## config.mk

```make
export PLATFORM = sky130hd
export DESIGN_NAME = pipelined_zext_adder
export DESIGN_NICKNAME = d
export VERILOG_FILES = /design/src/rtl/pipelined_zext_adder.sv
export SDC_FILE = /design/constraint.sdc
export NUM_CORES = 1
export LEC_CHECK = 0
export ABC_CLOCK_PERIOD_IN_PS = 7800
export CORE_ASPECT_RATIO = 1.25
export CORE_UTILIZATION = 40
export CTS_CLUSTER_SIZE = 24
export DETAILED_ROUTE_END_ITERATION = 8
export PLACE_DENSITY = 0.67
export SETUP_SLACK_MARGIN = 0.02
export SYNTH_ARGS = -nofsm -noshare
export SYNTH_HDL_FRONTEND = slang
export SYNTH_SLANG_ARGS = --single-unit
```

## constraint.sdc

```tcl
create_clock -name clk -period 7.8 [get_ports clk]
set_clock_uncertainty 0.05 [all_clocks]
set_input_delay 0.78 -clock clk [delete_from_list [all_inputs] [get_ports clk]]
set_output_delay 0.78 -clock clk [all_outputs]
set_load 0.005 [all_outputs]
```

## src/rtl/pipelined_zext_adder.sv

```systemverilog
`default_nettype none
// ============================================================================
// Module   : pipelined_zext_adder
// Purpose  : A + ext(B) with the carry chain cut into STAGES registered chunks;
//            operands skew in, result chunks deskew out, valid/ready on both sides.
// Options  : define SIGN_EXT_EN to add b_signed (sign-extend b when set).
// Revision : 1.0
// ============================================================================
module pipelined_zext_adder #(
    parameter int WA     = 56,
    parameter int WB     = 37,
    parameter int STAGES = 4
) (
    input  logic          clk,
    input  logic          rst_n,
    input  logic          in_valid,
    output logic          in_ready,
    input  logic [WA-1:0] a,
    input  logic [WB-1:0] b,
`ifdef SIGN_EXT_EN
    input  logic          b_signed,
`endif
    output logic          out_valid,
    input  logic          out_ready,
    output logic [WA:0]   sum
);

    localparam int CW     = (WA + STAGES - 1) / STAGES;
    localparam int LAST_W = WA - (STAGES - 1) * CW;

    if (WB < 1 || WB > WA) begin : g_bad_wb
        $error("pipelined_zext_adder: WB must lie in 1..WA");
    end
    if (STAGES < 1 || STAGES > WA) begin : g_bad_stages
        $error("pipelined_zext_adder: STAGES must lie in 1..WA");
    end
    if (LAST_W < 1) begin : g_bad_last
        $error("pipelined_zext_adder: last chunk width must be at least 1");
    end

    logic          w_adv;
    logic          w_fill;
    logic [WA-1:0] w_bext;

    // Global stall: every stage moves together, so bubbles are preserved.
    assign w_adv    = !out_valid || out_ready;
    assign in_ready = w_adv;

`ifdef SIGN_EXT_EN
    assign w_fill = b_signed & b[WB-1];
`else
    assign w_fill = 1'b0;
`endif

    if (WB < WA) begin : g_ext
        assign w_bext = {{(WA-WB){w_fill}}, b};
    end else begin : g_noext
        assign w_bext = b;
    end

    for (genvar k = 0; k < STAGES; k++) begin : g_stage
        localparam int LO = k * CW;
        localparam int HI = (k == STAGES - 1) ? WA : (k + 1) * CW;
        localparam int W  = HI - LO;

        logic [W-1:0]  w_op_a;
        logic [W-1:0]  w_op_b;
        logic          w_cin;
        logic          w_vin;
        logic [W:0]    w_sum;
        logic [HI-1:0] res_d;
        logic [HI-1:0] res_q;
        logic          carry_q;
        logic          valid_q;

        if (k == 0) begin : g_head
            assign w_op_a = a[HI-1:0];
            assign w_op_b = w_bext[HI-1:0];
            assign w_cin  = 1'b0;
            assign w_vin  = in_valid;
            assign res_d  = w_sum[W-1:0];
        end else begin : g_body
            assign w_op_a = g_stage[k-1].g_skew.a_q[W-1:0];
            assign w_op_b = g_stage[k-1].g_skew.b_q[W-1:0];
            assign w_cin  = g_stage[k-1].carry_q;
            assign w_vin  = g_stage[k-1].valid_q;
            // Lower chunks ride along with this transaction (deskew).
            assign res_d  = {w_sum[W-1:0], g_stage[k-1].res_q};
        end

        assign w_sum = {1'b0, w_op_a} + {1'b0, w_op_b} + {{W{1'b0}}, w_cin};

        always_ff @(posedge clk or negedge rst_n) begin
            if (!rst_n) begin
                valid_q <= 1'b0;
                carry_q <= 1'b0;
                res_q   <= '0;
            end else if (w_adv) begin
                valid_q <= w_vin;
                carry_q <= w_sum[W];
                res_q   <= res_d;
            end
        end

        // Operand bits above this chunk wait here until their own stage.
        if (k < STAGES - 1) begin : g_skew
            logic [WA-HI-1:0] a_d;
            logic [WA-HI-1:0] b_d;
            logic [WA-HI-1:0] a_q;
            logic [WA-HI-1:0] b_q;

            if (k == 0) begin : g_src_in
                assign a_d = a[WA-1:HI];
                assign b_d = w_bext[WA-1:HI];
            end else begin : g_src_prev
                assign a_d = g_stage[k-1].g_skew.a_q[WA-LO-1:W];
                assign b_d = g_stage[k-1].g_skew.b_q[WA-LO-1:W];
            end

            always_ff @(posedge clk or negedge rst_n) begin
                if (!rst_n) begin
                    a_q <= '0;
                    b_q <= '0;
                end else if (w_adv) begin
                    a_q <= a_d;
                    b_q <= b_d;
                end
            end
        end
    end

    assign out_valid = g_stage[STAGES-1].valid_q;
    assign sum       = {g_stage[STAGES-1].carry_q, g_stage[STAGES-1].res_q};

endmodule
`default_nettype wire

```

Word-level counts from Yosys, hierarchy flattened
Cells that the tools add are included.
- flip-flop bits (word level): 264
- latch bits: 0
- memory bits (writable): 0
- ROM bits: 0
- input bits: 97
- output and inout bits: 59
- word-level logic and storage cells: 25
- memories: 0
- add/subtract/negate cells: 6
- multiply operators: 0
- div/mod/pow operators: 0
- $lt $le $gt $ge: 0
- equal/unequal tests: 0
- shift operators: 0
- multiplexer cells: 0
- bitwise gates (word level): 0
- reductions and logical operators: 2
- operator list (operator ; count):
    adder 14 x 14 -> 15 bit ; 2
    adder 15 x 1 -> 15 bit ; 2
    adder 14 x 1 -> 15 bit ; 1
    adder 14 x 9 -> 15 bit ; 1
    zero test 1 bit ; 1
    logical OR 1 bit ; 1

Logic depth before layout (Yosys ltp)
- depth after elaboration: 2
- gate-level depth with buffers: 9
- depth with buffers taken out: 9

Worst setup path after synthesis
No wires, ideal clock.
- path type: register to register
- start: register g_stage[1].carry_q
- end: register g_stage[2].carry_q
- setup time: 0.124 ns
- data arrival time: 2.342 ns
- data required time: 7.626 ns
- slack: 5.284 ns
- stages on the path, launching flop included: 9
- path buffers: 0
- period minus slack after synthesis: 2.516 ns
- path through: dfrtp_1 > fa_1 > fa_1 > a21o_2 > a21oi_1 > o21bai_1 > o21ai_0 > nor2b_1 > o31ai_1
- longest elaborated chain between the ends: 1
- RTL lines (what ; line ; source):
    start: declaration ; 73 ; logic carry_q;
    start signal: assignment ; 100 ; carry_q <= w_sum[W];
    adder 15 x 1 -> 15 bit ; 91 ; assign w_sum = {1'b0, w_op_a} + {1'b0, w_op_b} + {{W{1'b0}}, w_cin};
    end signal: assignment ; 100 ;
    end: declaration ; 73 ;
Every way passes these cells.
A chain may end at the register's enable or synchronous reset.

Worst setup path in the final report
- start: input port out_ready
- end: output port in_ready
- longest elaborated chain between the ends: 1
- RTL lines (what ; line ; source):
    start: declaration ; 24 ; input logic out_ready,
    logical OR 1 bit ; 46 ; assign w_adv = !out_valid || out_ready;
    end: declaration ; 17 ; output logic in_ready,
Every way passes these cells.

==> run_results.csv <==
group,metric,value,unit
outcome,outcome,"complete, no violations",
detailed_routing,routed.top_layer,"met4",
setup_path,largest_fanout_on_the_critical_path,208,
cts,cts_setup_buffers,0,
layout,layout_nets,1605,
placement,place.detailed.hpwl,16200,um
logic_synthesis,synthesis.nets,1476,
worst_hold_path,timing.hold.worst.class,"input pin to async pin",
layout,area_of_the_multi_input_gates,0.00479,sq mm
detailed_routing,wl_met2,12300,um
sta,final.setup.worst_slack,4.02,ns
global_route,globalRouteOverflowTotal,0,
layout,n_fill_cell,2752,
sta,finalHoldViolations,0,
sta,max_freq,264,MHz
setup_path,critical_path.n_buffers_inverters,4,
sta,period_needed,3.78,ns
sta,max_slew_headroom,0.288,
floorplan,die_y,193,um
logic_synthesis,netlist_area,0.0117,sq mm
global_route,track_usage,0.168,
power,p_leak,7.08,nW
floorplan,fp-row-count,69,
floorplan,initial_core_util,0.409,
sta,tns,0,ns
sta,maxSlewViolCount,0,
cts,clk-insertion-delay-late,0.53,ns
floorplan,fp.coreArea,0.0286,sq mm
setup_path,cp-start-kind,"input pin",
detailed_routing,drtAntennaViolNets,0,
cts,cts_max_path_buffers,3,
cts,clockRootBuffer,"clkbuf_16",
layout,area_growth_syn_to_layout,23.4,%
sta,min_period_over_period,0.485,
global_route,grt_pass1_vias,8632,
setup_path,critPathSlowestCell,"clkdlybuf4s50_1",
global_route,grt_pass1_wl,41000,um
cts,cts_num_sinks,264,
setup_path,critPathRequiredTime,6.97,ns
power,power_per_cell_area,378,mW/mm^2
setup_path,path_common_cell,"clkdlybuf4s50_1",
layout,drive_gt1_frac,0.0371,
logic_synthesis,ys_seq_area_frac,0.565,
detailed_routing,detailroute.wirelength.met3,862,um
floorplan,floorplan.die.width,155,um
detailed_routing,detail_route.drc_violations,0,
detailed_routing,detail_route.iter0.violations,387,
detailed_routing,dr.pass1.iters,5,
setup_path,reg2reg_setup_slack,4.84,ns
setup_path,cells_traversed_along_the_worst_timing_path,"clkdlybuf4s50_1, nor2b_4, buf_12, inv_8, clkdlybuf4s50_1",
global_route,number_of_antenna_violations_at_the_first_check_in_global_routing,1,
detailed_routing,dr_total_vias,8778,
logic_synthesis,syn_inst,1337,
setup_path,worst_ep_arrival_time,2.95,ns
logic_synthesis,netlist-cell-type-count,49,
cts,numCtsBuffers,27,
global_route,maximum_number_of_pins_on_one_net_before_global_route_repair,209,
placement,finalWeightedCongestion,0.863,
logic_synthesis,synth_area_per_cell,8.74,sq um
placement,placement.io_buffers,155,
sta,unrepaired_setup_endpoints_after_global_routing,"no",
floorplan,die_outline_area,0.0299,sq mm
cts,clock_tree.htree_level_count,1,
sta,timing_worst_slew_pin_value,1.07,ns
layout,layout.area.seq,0.00661,sq mm
sta,final-setup-viol-count,0,
power,max_vdd_drop,0.426,mV
setup_path,worst_setup_path_end_kind,"output port",
detailed_routing,met1Wirelength,10500,um
logic_synthesis,yosys_register_bits,264,
logic_synthesis,top_ff_cell_synth,"dfrtp_1",
detailed_routing,drt-wirelength-per-cell,13.0,um
detailed_routing,drt-total-wl,24400,um
cts,cts_tree,"built",
cts,ctsHoldBuffers,0,
setup_path,crit_family,"buffers and inverters",
detailed_routing,vias_per_inst,4.68,
placement,detailedPlace.worstSlack,3.99,ns
run,maxCapViolCount,0,
logic_synthesis,yosys_warnings,0,
setup_path,crit_type,"input pin to output port",
logic_synthesis,synth-edff-count,0,
floorplan,io-pin-count,156,
logic_synthesis,synth_async_sr_flop_share,1.00,
cts,clkSlewWorstSetupHoldPaths,0.06,ns
setup_path,crit_path_max_incr_delay,0.54,ns
cts,post_cts.resized_instances,0,
stage by stage:
stage / total power, W / instance area (sq um) / utilization / hold slack (ns) / cells
after global placement: 0.00417 / 13600 / 0.474 / 0.398 / 1827
final: 0.00545 / 14400 / 0.504 / 0.264 / 1875
after global routing: 0.00589 / 14400 / 0.504 / 0.347 / 1875
after detailed placement: 0.00425 / 13600 / 0.474 / 0.399 / 1827
after floorplan: 0.00353 / 11700 / - / 0.380 / 1337
after CTS: 0.00553 / 14400 / 0.504 / 0.306 / 1874
power breakdown:
group | total [W] | switching, W | internal [W]
logic | 0.00190 | 0.00102 | 0.000879
registers | 0.00231 | 0.000344 | 0.00196
clock network | 0.00125 | 0.000512 | 0.000733
total | 0.00545 | 0.00187 | 0.00357
flip-flops by register name, indices dropped and copies added, names as in the netlist:
register / flops
g_stage.res_q: 140
out_valid: 1
g_stage.g_skew.b_q: 32
g_stage.carry_q: 4
g_stage.valid_q: 3
g_stage.g_skew.a_q: 84
cell families after synthesis:
kind of cell             synth area share
AND/OR/NAND/NOR                     0.258
multiplexers                      0.00278
buffers and inverters              0.0257
AO/OA/AOI/OAI                      0.0721
XOR/XNOR                           0.0277
flip-flops                          0.565
adder cells (fa/ha/maj)            0.0482
metal layers:
layer | vias up | global-route usage
met5 | - | 0
met4 | 0 | 0.0594
met3 | 41 | 0.0208
met2 | 161 | 0.296
met1 | 4057 | 0.212
li1 | 4519 | -
worst reg2reg max path, stage by stage (launching register included):
cell and delay, ns:
dfrtp_1 0.41, fa_1 0.49, fa_1 0.43, a21o_2 0.20, a21oi_1 0.28, o21bai_1 0.12, o21ai_0 0.53, nor2b_1 0.24
o31ai_1 0.09
layout by cell type, fill, tap and decap left out, types with 15 or more instances in the layout:
master and count:
nand2_1 684, dfrtp_1 264, clkdlybuf4s50_1 154, o21ai_0 55, a21oi_1 40, nor2_1 37, ha_1 37, clkbuf_16 27
xor2_1 19, xnor2_1 18, nand3_1 15
synth_stat cells, types with 2 or more instances:
| library cell | n | area, sq um |
|---|---|---|
| or3_1 | 7 | 43.8 |
| o22ai_1 | 3 | 18.8 |
| nor2b_1 | 4 | 25.0 |
| fa_1 | 5 | 100 |
| nand4_1 | 2 | 12.5 |
| nor3b_1 | 3 | 22.5 |
| nor3_1 | 5 | 25.0 |
| dfrtp_1 | 264 | 6610 |
| o211ai_1 | 2 | 15.0 |
| o31ai_1 | 5 | 37.5 |
| inv_1 | 13 | 48.8 |
| clkbuf_1 | 40 | 150 |
| o21ai_1 | 2 | 10.0 |
| a211oi_1 | 8 | 60.1 |
| a21oi_1 | 40 | 200 |
| xor2_1 | 19 | 166 |
| buf_1 | 8 | 30.0 |
| xnor2_1 | 18 | 158 |
| mux2_2 | 2 | 22.5 |
| nand4b_1 | 2 | 17.5 |
| nor2_1 | 37 | 139 |
| a21o_1 | 7 | 52.6 |
| o21bai_1 | 2 | 15.0 |
| ha_1 | 37 | 463 |
| a21o_2 | 2 | 17.5 |
| nand2_1 | 684 | 2570 |
| nand2b_1 | 7 | 43.8 |
| o21ai_0 | 55 | 275 |
| o21a_1 | 4 | 30.0 |
| a31oi_1 | 6 | 37.5 |
| nand3_1 | 15 | 75.1 |
| buf_2 | 12 | 60.1 |
cell type report:
type,instances,area share
diodes,1,0.000174
flip-flops and latches,264,0.458
clock inverters,6,0.00408
well taps,390,0.0339
clock buffers,41,0.0554
multi-input cells,998,0.332
repair buffers,161,0.112
inverters,14,0.00417
final timing paths:
check,start,endpoint,depth (start not counted)
max in group asynchronous,rst_n,g_stage[1].res_q[26],2
hold / removal,rst_n,g_stage[0].g_skew.a_q[32],1
setup reg to reg,g_stage[1].carry_q,g_stage[2].carry_q,8
min in group clk,g_stage[3].res_q[22],g_stage[3].res_q[22],2
setup / recovery,out_ready,in_ready,5
hold reg to reg,g_stage[3].res_q[22],g_stage[3].res_q[22],2
No activity file was read; power rests on OpenSTA's default activity.
